[config.mk]
export PLATFORM = sky130hd
export DESIGN_NAME = xbus_rr_interconnect
export DESIGN_NICKNAME = d
export VERILOG_FILES = /design/src/rtl/xbus_rr_interconnect.sv
export SDC_FILE = /design/constraint.sdc
export NUM_CORES = 1
export LEC_CHECK = 0
export ABC_AREA = 1
export ABC_CLOCK_PERIOD_IN_PS = 2700
export BUFFER_PORTS_ARGS = -buffer_cell sky130_fd_sc_hd__buf_2
export CAP_MARGIN = 20
export CORE_AREA = 8 8 246 248
export CTS_BUF_LIST = sky130_fd_sc_hd__clkbuf_4
export CTS_CLUSTER_SIZE = 10
export DETAILED_ROUTE_END_ITERATION = 10
export DIE_AREA = 0 0 254 256
export GPL_ROUTABILITY_DRIVEN = 0
export GPL_TIMING_DRIVEN = 0
export HOLD_SLACK_MARGIN = 0.08
export PLACE_DENSITY = 0.43
export SYNTH_ARGS = -nofsm -noshare
export SYNTH_HDL_FRONTEND = slang
export SYNTH_SLANG_ARGS = --single-unit
[constraint.sdc]
create_clock -name clk -period 2.7 [get_ports clk]
set_clock_uncertainty 0.1 [all_clocks]
set_input_delay 0.405 -clock clk [delete_from_list [all_inputs] [get_ports clk]]
set_output_delay 0.405 -clock clk [all_outputs]
set_load 0.03 [all_outputs]
[src/rtl/xbus_rr_interconnect.sv]
// ---------------------------------------------------------------------------
// xbus_rr_interconnect
//   N-master / M-slave simulation-bus interconnect with registered round-robin
//   arbitration. One transaction is in flight at a time: the winning master is
//   locked until its transaction completes, is aborted, or times out. The target
//   slave is decoded from the top SEL_WIDTH address bits.
//
//   Optional feature (compile-time macro XBUS_TIMEOUT_EN):
//     defined   - BUSY gives up after TIMEOUT_CYCLES cycles without ack and
//                 completes with m_err=1.
//     undefined - no timeout counter; BUSY waits for ack indefinitely.
//
// Ports
//   clk            rising-edge clock
//   rst            synchronous, active-high reset
//   m_req          per-master request, held until m_done
//   m_we           per-master write(1)/read(0)
//   m_addr         flattened addresses, master i at [i*ADDR_WIDTH +: ADDR_WIDTH]
//   m_wdata        flattened write data, master i at [i*DATA_WIDTH +: DATA_WIDTH]
//   m_gnt          one-hot registered grant
//   m_done         one-cycle completion pulse to the granted master
//   m_rdata        read data, valid with m_done (0 on writes and errors)
//   m_err          error flag, valid with m_done
//   s_sel          one-hot slave select (BUSY only)
//   s_we/s_addr/s_wdata  command latched from the granted master
//   s_rdata        flattened slave read data
//   s_ack          slave completion, only the selected slave's bit is used
//   master_id_out  index of the granted master
//   hold_flag_out  1 while a transaction is in flight (BUSY or DONE)
// ---------------------------------------------------------------------------
module xbus_rr_interconnect #(
  parameter int NUM_MASTERS    = 4,
  parameter int NUM_SLAVES     = 8,
  parameter int ADDR_WIDTH     = 32,
  parameter int DATA_WIDTH     = 32,
  parameter int SEL_WIDTH      = 3,
  parameter int TIMEOUT_CYCLES = 16
) (
  input  logic                               clk,
  input  logic                               rst,
  input  logic [NUM_MASTERS-1:0]             m_req,
  input  logic [NUM_MASTERS-1:0]             m_we,
  input  logic [NUM_MASTERS*ADDR_WIDTH-1:0]  m_addr,
  input  logic [NUM_MASTERS*DATA_WIDTH-1:0]  m_wdata,
  output logic [NUM_MASTERS-1:0]             m_gnt,
  output logic [NUM_MASTERS-1:0]             m_done,
  output logic [DATA_WIDTH-1:0]              m_rdata,
  output logic                               m_err,
  output logic [NUM_SLAVES-1:0]              s_sel,
  output logic                               s_we,
  output logic [ADDR_WIDTH-1:0]              s_addr,
  output logic [DATA_WIDTH-1:0]              s_wdata,
  input  logic [NUM_SLAVES*DATA_WIDTH-1:0]   s_rdata,
  input  logic [NUM_SLAVES-1:0]              s_ack,
  output logic [$clog2(NUM_MASTERS)-1:0]     master_id_out,
  output logic                               hold_flag_out
);

  localparam int MID_W = $clog2(NUM_MASTERS);

  // Reject configurations the decode and arbitration logic cannot support.
  if (NUM_MASTERS < 2 || NUM_SLAVES > (1 << SEL_WIDTH) || TIMEOUT_CYCLES < 1) begin : g_bad_cfg
    $error("xbus_rr_interconnect: unsupported parameter combination");
  end

  typedef enum logic [1:0] {IDLE, BUSY, DONE} state_t;

  state_t                  state_q;
  state_t                  state_d;
  logic [MID_W-1:0]        rr_ptr;

  logic                    win_found;
  logic [MID_W-1:0]        win_idx;
  int                      scan_j;

  logic [SEL_WIDTH-1:0]    sel_idx;
  logic [NUM_SLAVES-1:0]   sel_dec;
  logic                    sel_ok;
  logic                    ack_sel;
  logic [DATA_WIDTH-1:0]   rdata_sel;
  logic                    gnt_req;

`ifdef XBUS_TIMEOUT_EN
  localparam int TMO_W = $clog2(TIMEOUT_CYCLES + 1);
  logic [TMO_W-1:0]        tmo_cnt;
`endif

  // Round-robin pointer after serving (or aborting) master id.
  function automatic logic [MID_W-1:0] ptr_after(input logic [MID_W-1:0] id);
    if (int'(id) == NUM_MASTERS - 1) return '0;
    return id + 1'b1;
  endfunction

  // Arbitration: first requester scanning rr_ptr, rr_ptr+1, ... with wrap.
  always_comb begin
    win_found = 1'b0;
    win_idx   = '0;
    scan_j    = 0;
    for (int k = 0; k < NUM_MASTERS; k++) begin
      scan_j = int'(rr_ptr) + k;
      if (scan_j >= NUM_MASTERS) scan_j = scan_j - NUM_MASTERS;
      if (!win_found && m_req[scan_j]) begin
        win_found = 1'b1;
        win_idx   = MID_W'(scan_j);
      end
    end
  end

  // Slave decode from the latched address; an index past the last slave
  // matches nothing, which is how a bad decode is detected.
  assign sel_idx = s_addr[ADDR_WIDTH-1 -: SEL_WIDTH];

  always_comb begin
    sel_dec   = '0;
    ack_sel   = 1'b0;
    rdata_sel = '0;
    for (int s = 0; s < NUM_SLAVES; s++) begin
      if (32'(sel_idx) == 32'(s)) begin
        sel_dec[s] = 1'b1;
        ack_sel    = s_ack[s];
        rdata_sel  = s_rdata[s*DATA_WIDTH +: DATA_WIDTH];
      end
    end
  end

  assign sel_ok  = |sel_dec;
  assign gnt_req = |(m_req & m_gnt);

  // State register
  always_ff @(posedge clk) begin
    if (rst) state_q <= IDLE;
    else     state_q <= state_d;
  end

  // Next-state logic. Abort outranks completion: a master that has let go of
  // its request is no longer waiting for a done pulse.
  always_comb begin
    state_d = state_q;
    case (state_q)
      IDLE: if (win_found) state_d = BUSY;
      BUSY: begin
        if (!gnt_req)     state_d = IDLE;
        else if (!sel_ok) state_d = DONE;
        else if (ack_sel) state_d = DONE;
`ifdef XBUS_TIMEOUT_EN
        else if (32'(tmo_cnt) == 32'(TIMEOUT_CYCLES - 1)) state_d = DONE;
`endif
      end
      DONE:    state_d = IDLE;
      default: state_d = IDLE;
    endcase
  end

  // Outputs decoded from state
  always_comb begin
    s_sel         = '0;
    hold_flag_out = 1'b0;
    m_done        = '0;
    case (state_q)
      BUSY: begin
        s_sel         = sel_dec;
        hold_flag_out = 1'b1;
      end
      DONE: begin
        hold_flag_out = 1'b1;
        m_done        = m_gnt;
      end
      default: ;
    endcase
  end

  // Grant, command latch, response and pointer registers
  always_ff @(posedge clk) begin
    if (rst) begin
      m_gnt         <= '0;
      master_id_out <= '0;
      s_we          <= 1'b0;
      s_addr        <= '0;
      s_wdata       <= '0;
      m_rdata       <= '0;
      m_err         <= 1'b0;
      rr_ptr        <= '0;
`ifdef XBUS_TIMEOUT_EN
      tmo_cnt       <= '0;
`endif
    end else begin
      case (state_q)
        IDLE: begin
`ifdef XBUS_TIMEOUT_EN
          tmo_cnt <= '0;
`endif
          if (win_found) begin
            m_gnt         <= NUM_MASTERS'(1) << win_idx;
            master_id_out <= win_idx;
            s_we          <= m_we[win_idx];
            s_addr        <= m_addr[int'(win_idx)*ADDR_WIDTH +: ADDR_WIDTH];
            s_wdata       <= m_wdata[int'(win_idx)*DATA_WIDTH +: DATA_WIDTH];
          end
        end
        BUSY: begin
          if (state_d == IDLE) begin
            m_gnt         <= '0;
            master_id_out <= '0;
            s_we          <= 1'b0;
            s_addr        <= '0;
            s_wdata       <= '0;
            rr_ptr        <= ptr_after(master_id_out);
          end else if (state_d == DONE) begin
            // Covers ack, bad decode and (when enabled) timeout; a same-cycle
            // ack always yields a clean completion.
            m_err   <= !(sel_ok && ack_sel);
            m_rdata <= (sel_ok && ack_sel && !s_we) ? rdata_sel : '0;
          end
`ifdef XBUS_TIMEOUT_EN
          else begin
            tmo_cnt <= tmo_cnt + 1'b1;
          end
`endif
        end
        DONE: begin
          m_gnt         <= '0;
          master_id_out <= '0;
          s_we          <= 1'b0;
          s_addr        <= '0;
          s_wdata       <= '0;
          m_rdata       <= '0;
          m_err         <= 1'b0;
          rr_ptr        <= ptr_after(master_id_out);
        end
        default: ;
      endcase
    end
  end

endmodule
==> results.yml, run 1 <==
floorplanning:
  core_area_um2: 56800
  ioPinCount: 647
  start_util_pct: 17.0
  die-area_um2: 65000
  fp.dieH_um: 256
  dieWidth_um: 254
  rows: 88
yosys:
  ys_types: 33
  syn-instance-count: 1728
  synth_nets: 2262
  ys_warn_count: 0
  avgSynthCellArea_um2: 5.59
  ys_seq_area_share_pct: 22.4
  ys_ff_latch: 108
  syn-cell-area_um2: 9670
drt:
  drtPass1Iterations: 6
  drc_errors: 0
  vias: 15200
  drt_wl_total_um: 68900
  postRouteAntennaNets: 0
  viasPerCell: 4.74
  drt_iter0_drc: 1341
  wl_per_cell_um: 21.5
global_route:
  grt_usage_pct: 20.0
  grt_pass1_vias: 14900
  grt_max_degree: 22
  grt_remaining_overflow: 0
  antenna_found_initial: 7
  grt_pass1_wl_um: 97200
layout:
  drive_gt1_share_pct: 35.5
  fin_util_pct: 26.4
  syn_to_final_growth_pct: 55.2
  layout_commonest_cell: "buf_2"
  nets: 2954
  mostFrequentLayoutCells: "buf_2, nand2_1, nand3_1"
timing:
  finalSetupViolCount: 0
  drv_slew: 0
  holdWs_ns: 0.173
  hold_viol_final: 0
  min_period_ns: 2.59
  slew_headroom_pct: 45.6
  fmax_mhz: 386
  finalCritPeriodShare_pct: 95.8
  rsz0062_at_grt: "yes"
  tightest_slew_ns: 0.816
  setup_slack_ns: 0.112
worst_setup_path:
  crit_required_ns: 3.10
  crit_end: "m_rdata[29]"
  r2r-start: "s_addr[31]"
  cp_common_cell: "nor2_1"
  cp_slowest_stage_delay_ns: 0.52
  path_buf_inv: 5
  crit_family: "compound AO/OA/AOI/OAI gates"
  critPathLaunchType: "flop"
  r2r-end: "m_rdata[29]"
  end_kind: "flop"
  ff2ff_setup_slack_ns: 0.11
  worst_path_max_delay_cell: "a221oi_1"
  crit_type: "flop to flop"
  ff2ff_path_depth: 12
  worstSetupPathDepth: 12
  startpoint: "s_addr[31]"
  cp_cell_sequence: "buf_8, inv_2, buf_6, nand3_1, inv_1, clkbuf_4, a221oi_1, nand4_1, o21ai_1, nor3_1, nor2_1, nor2_1"
  critPathArrivalTime_ns: 2.99
  crit_fanout: 10
clock_tree:
  cts_tree: "built"
  cts_sinks: 108
  clk_path_buf_depth: 2
  clk_latency_ns: 0.58
  numCtsBuffers: 9
  htree_levels: 3
  cts_root_buf: "clkbuf_4"
  clkTransAtPathRegs_ns: 0.20
pwr:
  p_sw_share_pct: 57.7
  p_per_area_nw_per_um2: 799
  switchingPower_uw: 6920
  p_total_uw: 12000
  p_int_uw: 5070
  pwr-share-clk_pct: 8.4
  p_leak_uw: 0.00780
  seqPwrFrac_pct: 17.7
  p_comb_share_pct: 73.9
  ir_drop_mv: 0.300
hold_path:
  min_path_type: "input pin to flop"
  hold_depth: 5
placed_design:
  dp_slack_ns: -0.843
  portBuffers: 646
  place_hpwl_um: 58900
outcome:
  status: "finished clean"
run:
  cap_violations: 0
[synthesized netlist by cell type]
master | instances | share of area [%]
or2_1 | 1 | 0.065
a311oi_1 | 8 | 0.72
dfxtp_1 | 108 | 22
nor4_1 | 3 | 0.19
clkbuf_1 | 102 | 4.0
o21ai_2 | 3 | 0.27
nand4_4 | 1 | 0.22
inv_1 | 156 | 6.1
nand3_1 | 199 | 10
nor2_4 | 1 | 0.12
a21oi_1 | 194 | 10
nand3_4 | 1 | 0.18
nor2_8 | 1 | 0.21
buf_1 | 7 | 0.27
nor3_4 | 1 | 0.17
nand4_1 | 153 | 9.9
nor3_1 | 22 | 1.1
o21ai_1 | 53 | 2.7
nand2_1 | 504 | 20
buf_2 | 37 | 1.9
nor2_1 | 83 | 3.2
inv_2 | 9 | 0.35
buf_4 | 12 | 0.93
nand2_2 | 4 | 0.26
a22o_1 | 2 | 0.18
nand3_2 | 1 | 0.10
o21ai_0 | 31 | 1.6
nand2_8 | 1 | 0.21
o21bai_1 | 1 | 0.078
a221oi_1 | 17 | 1.5
ha_1 | 4 | 0.52
clkinv_1 | 1 | 0.039
a211oi_1 | 7 | 0.54
[worst min-delay path, stage by stage]
cell      delay, ns
buf_2          0.12
nand2_1        0.09
a311oi_1       0.09
nor2_1         0.09
nor2_1         0.04
[registers in the layout, summed over array words and instances, names as in the netlist]
name / cells
state_q: 2
rr_ptr: 2
m_gnt: 4
s_wdata: 32
m_rdata: 32
s_we: 1
m_err: 1
master_id_out: 2
s_addr: 32
[through the flow]
step,instance area [µm²],TNS (ns),std cells
floorplan,9670,0,1728
global placement,13900,-46.99,3139
detailed placement,13900,-46.74,3139
CTS,14600,-0.225,3182
global route,15000,-0.0117,3199
finish,15000,0,3199
[power by group through the flow]
stage / clock [µW] / sequential [µW] / combinational, µW
6_report: 1010 / 2120 / 8860
5_1_grt: 1140 / 2160 / 9620
4_1_cts: 1090 / 2110 / 8490
3_5_place_dp: 0 / 2140 / 8100
3_3_place_gp: 0 / 2130 / 8060
2_1_floorplan: 0 / 2700 / 4350
[logic make-up after synthesis]
logic type               synth area share [%]
AND/OR/NAND/NOR                          45.9
AO/OA/AOI/OAI                            17.7
flip-flops                               22.4
adder cells (fa/ha/maj)                 0.518
buffers and inverters                    13.5
[area by class of cell]
class                           instances  area, µm²
Buffer                                155        932
Fill cell                            6629      41800
Inverter                              166        644
Clock inverter                          7        103
Sequential cell                       108       2170
Antenna cell                            9       22.5
Clock buffer                            9       67.6
Tap cell                              765        957
Multi-Input combinational cell       1296       6510
Timing Repair Buffer                  684       3590
[per-layer routing]
layer / vias to the layer above / track usage (%) / wire length [µm]
li1: 7217 / - / -
met1: 7257 / 26.4 / 30300
met2: 632 / 32.3 / 32000
met3: 68 / 4.75 / 5230
met4: 0 / 4.88 / 1350
met5: - / 0 / 0
[how the worst min path moves through the flow]
stage | start | endpoint | slack (ns)
floorplan | state_q[0] | state_q[0] | 0.46
global placement | s_addr[16] | s_addr[16] | 0.35
global route | s_rdata[160] | m_rdata[0] | 0.1
detailed placement | s_addr[16] | s_addr[16] | 0.35
CTS | m_wdata[1] | s_wdata[1] | 0.08
finish | s_rdata[160] | m_rdata[0] | 0.17
[repair_timing]
action / CTS / global route
gates resized for setup: 99 / 136
setup endpoints to repair: 118 / 115
gates cloned: 1 / 0
pin swaps: 7 / 11
buffers inserted: 15 / 9
hold buffers: 13 / 0
hold endpoints to repair: 13 / 0
Power figures use the tool's default switching activity.
==> run 2: changes to the inputs <==
--- a/config.mk
+++ b/config.mk
@@ -17,6 +17,7 @@
 export GPL_ROUTABILITY_DRIVEN = 0
 export GPL_TIMING_DRIVEN = 0
-export HOLD_SLACK_MARGIN = 0.08
+export HOLD_SLACK_MARGIN = 0.15
 export PLACE_DENSITY = 0.43
+export SLEW_MARGIN = 20
 export SYNTH_ARGS = -nofsm -noshare
 export SYNTH_HDL_FRONTEND = slang
==> constraint.sdc (replaced) <==
create_clock -name clk -period 2.7 [get_ports clk]
set_clock_uncertainty 0.1 [all_clocks]
set_input_delay 0.675 -clock clk [delete_from_list [all_inputs] [get_ports clk]]
set_output_delay 0.675 -clock clk [all_outputs]
set_load 0.03 [all_outputs]
==> results.yml, run 2 (same netlist as run 1, synthesis figures left out) <==
timing:
  finalSetupViolCount: 1
  hold_viol_final: 0
  finalCritPeriodShare_pct: 101
  rsz0062_at_grt: "yes"
  setup_slack_ns: -0.0277
  min_period_ns: 2.73
  tightest_slew_ns: 0.907
  fmax_mhz: 367
  drv_slew: 0
  holdWs_ns: 0.375
  slew_headroom_pct: 38.9
hold_path:
  min-delay-start: "s_addr[26]"
  hold_depth: 2
  min_path_type: "flop to flop"
  hold_path_end: "s_addr[26]"
global_route:
  grt_max_degree: 22
  grt_pass1_wl_um: 98200
  grt_pass1_vias: 15000
  grt_remaining_overflow: 0
  antenna_found_initial: 6
  grt_usage_pct: 20.2
floorplanning:
  rows: 88
  fp.dieH_um: 256
  ioPinCount: 647
  die-area_um2: 65000
  start_util_pct: 17.0
  core_area_um2: 56800
  dieWidth_um: 254
drt:
  wl_per_cell_um: 22.0
  drc_errors: 0
  viasPerCell: 4.76
  vias: 15300
  drtPass1Iterations: 6
  drt_iter0_drc: 1289
  postRouteAntennaNets: 0
  drt_wl_total_um: 70600
clock_tree:
  cts_tree: "built"
  cts_sinks: 108
  clkTransAtPathRegs_ns: 0.18
  clk_path_buf_depth: 2
  numCtsBuffers: 9
  clk_latency_ns: 0.56
  cts_root_buf: "clkbuf_4"
  htree_levels: 3
  cts_hold_buf: 0
worst_setup_path:
  critPathArrivalTime_ns: 3.08
  cp_slowest_stage_delay_ns: 0.38
  ff2ff_setup_slack_ns: -0.03
  crit_required_ns: 3.05
  crit_family: "buffers and inverters"
  cp_cell_sequence: "buf_6, inv_4, nor3_4, buf_12, buf_4, buf_4, clkbuf_1, a21oi_1, nand4_1, o21ai_1, nor3_1, nor2_1, nor2_1"
  r2r-start: "s_addr[29]"
  critPathLaunchType: "flop"
  crit_fanout: 10
  crit_type: "flop to flop"
  ff2ff_path_depth: 13
  worst_path_max_delay_cell: "a21oi_1"
  worstSetupPathDepth: 13
  r2r-end: "m_rdata[11]"
  end_kind: "flop"
  path_buf_inv: 6
layout:
  nets: 2968
  drive_gt1_share_pct: 38.0
  layout_commonest_cell: "buf_2"
  largest_registers: "m_rdata (32), s_addr (32), s_wdata (32)"
  syn_to_final_growth_pct: 61.3
  mostFrequentLayoutCells: "buf_2, nand2_1, nand3_1"
  fin_util_pct: 27.4
pwr:
  seqPwrFrac_pct: 16.8
  pwr-share-clk_pct: 7.2
  p_sw_share_pct: 57.2
  p_leak_uw: 0.00811
  p_comb_share_pct: 76.0
  p_per_area_nw_per_um2: 814
  p_int_uw: 5420
  switchingPower_uw: 7260
  ir_drop_mv: 0.408
placed_design:
  place_hpwl_um: 59200
  portBuffers: 646
run:
  cap_violations: 0
outcome:
  status: "finished with violations"
  failed_checks: "negative setup slack"
==> run 2: changes by cell type in the layout (fill, tap and decap cells not counted), sizes merged <==
cell / delta
buf: +25
diode: -4
bufinv: -1
dlygate4sd3: -13
clkinvlp: +1
nand2: +2
==> run 2: worst max path at each step <==
stage          startpoint           to  slack, ns
5_1_grt        s_addr[30]  m_rdata[16]      -0.06
3_3_place_gp     m_req[1]   s_addr[29]      -0.95
2_1_floorplan  s_addr[30]     s_sel[7]       0.05
6_report       s_addr[29]  m_rdata[11]      -0.03
4_1_cts        s_addr[30]     s_sel[7]      -0.02
3_5_place_dp     m_req[0]   s_addr[29]      -1.02
==> run 2: power by group through the flow <==
stage          Clock [µW]  Sequential (µW)  Combinational [µW]
2_1_floorplan           0             2700                4350
3_3_place_gp            0             2140                8100
3_5_place_dp            0             2150                8140
4_1_cts               985             2120                8650
5_1_grt              1040             2180               10400
6_report              910             2140                9640
==> run 2: layout make-up <==
cell class / instances / area [µm²]
Antenna cell: 5 / 12.5
Fill cell: 6579 / 41200
Timing Repair Buffer: 697 / 3780
Tap cell: 765 / 957
Sequential cell: 108 / 2180
Clock inverter: 7 / 80.1
Buffer: 154 / 1080
Clock buffer: 9 / 67.6
Inverter: 166 / 657
Multi-Input combinational cell: 1298 / 6770
==> run 2: through the flow <==
stage / TNS (ns) / power (µW) / setup slack, ns / area [µm²] / std cells
5_1_grt: -0.418 / 13600 / -0.0568 / 15600 / 3208
4_1_cts: -0.0219 / 11800 / -0.0151 / 14600 / 3177
2_1_floorplan: 0 / 7060 / 0.0512 / 9670 / 1728
3_5_place_dp: -69.35 / 10300 / -1.02 / 13900 / 3139
3_3_place_gp: -62.14 / 10200 / -0.953 / 13900 / 3139
6_report: -0.0277 / 12700 / -0.0277 / 15600 / 3209
==> run 2: worst register-to-register path, stage by stage (launching register included) <==
cell and delay (ns):
dfxtp_2 0.36, buf_6 0.14, inv_4 0.15, nor3_4 0.06, buf_12 0.13, buf_4 0.16, buf_4 0.17, clkbuf_1 0.25
a21oi_1 0.38, nand4_1 0.33, o21ai_1 0.24, nor3_1 0.07, nor2_1 0.09, nor2_1 0.05
==> run 2: routing by layer <==
metal	wire length (µm)	GRT usage (%)	vias up
met5	13	0	-
met3	5980	5.77	127
li1	-	-	7256
met2	31900	31.9	701
met4	2530	6.86	2
met1	30100	26.0	7200
==> run 2: what timing repair did <==
action	4_1_cts	5_1_grt
hold endpoints to repair	0	0
endpoints found under the setup margin	116	117
setup buffers	22	20
resized for setup	121	232
pin swaps	15	32
gates cloned	1	10
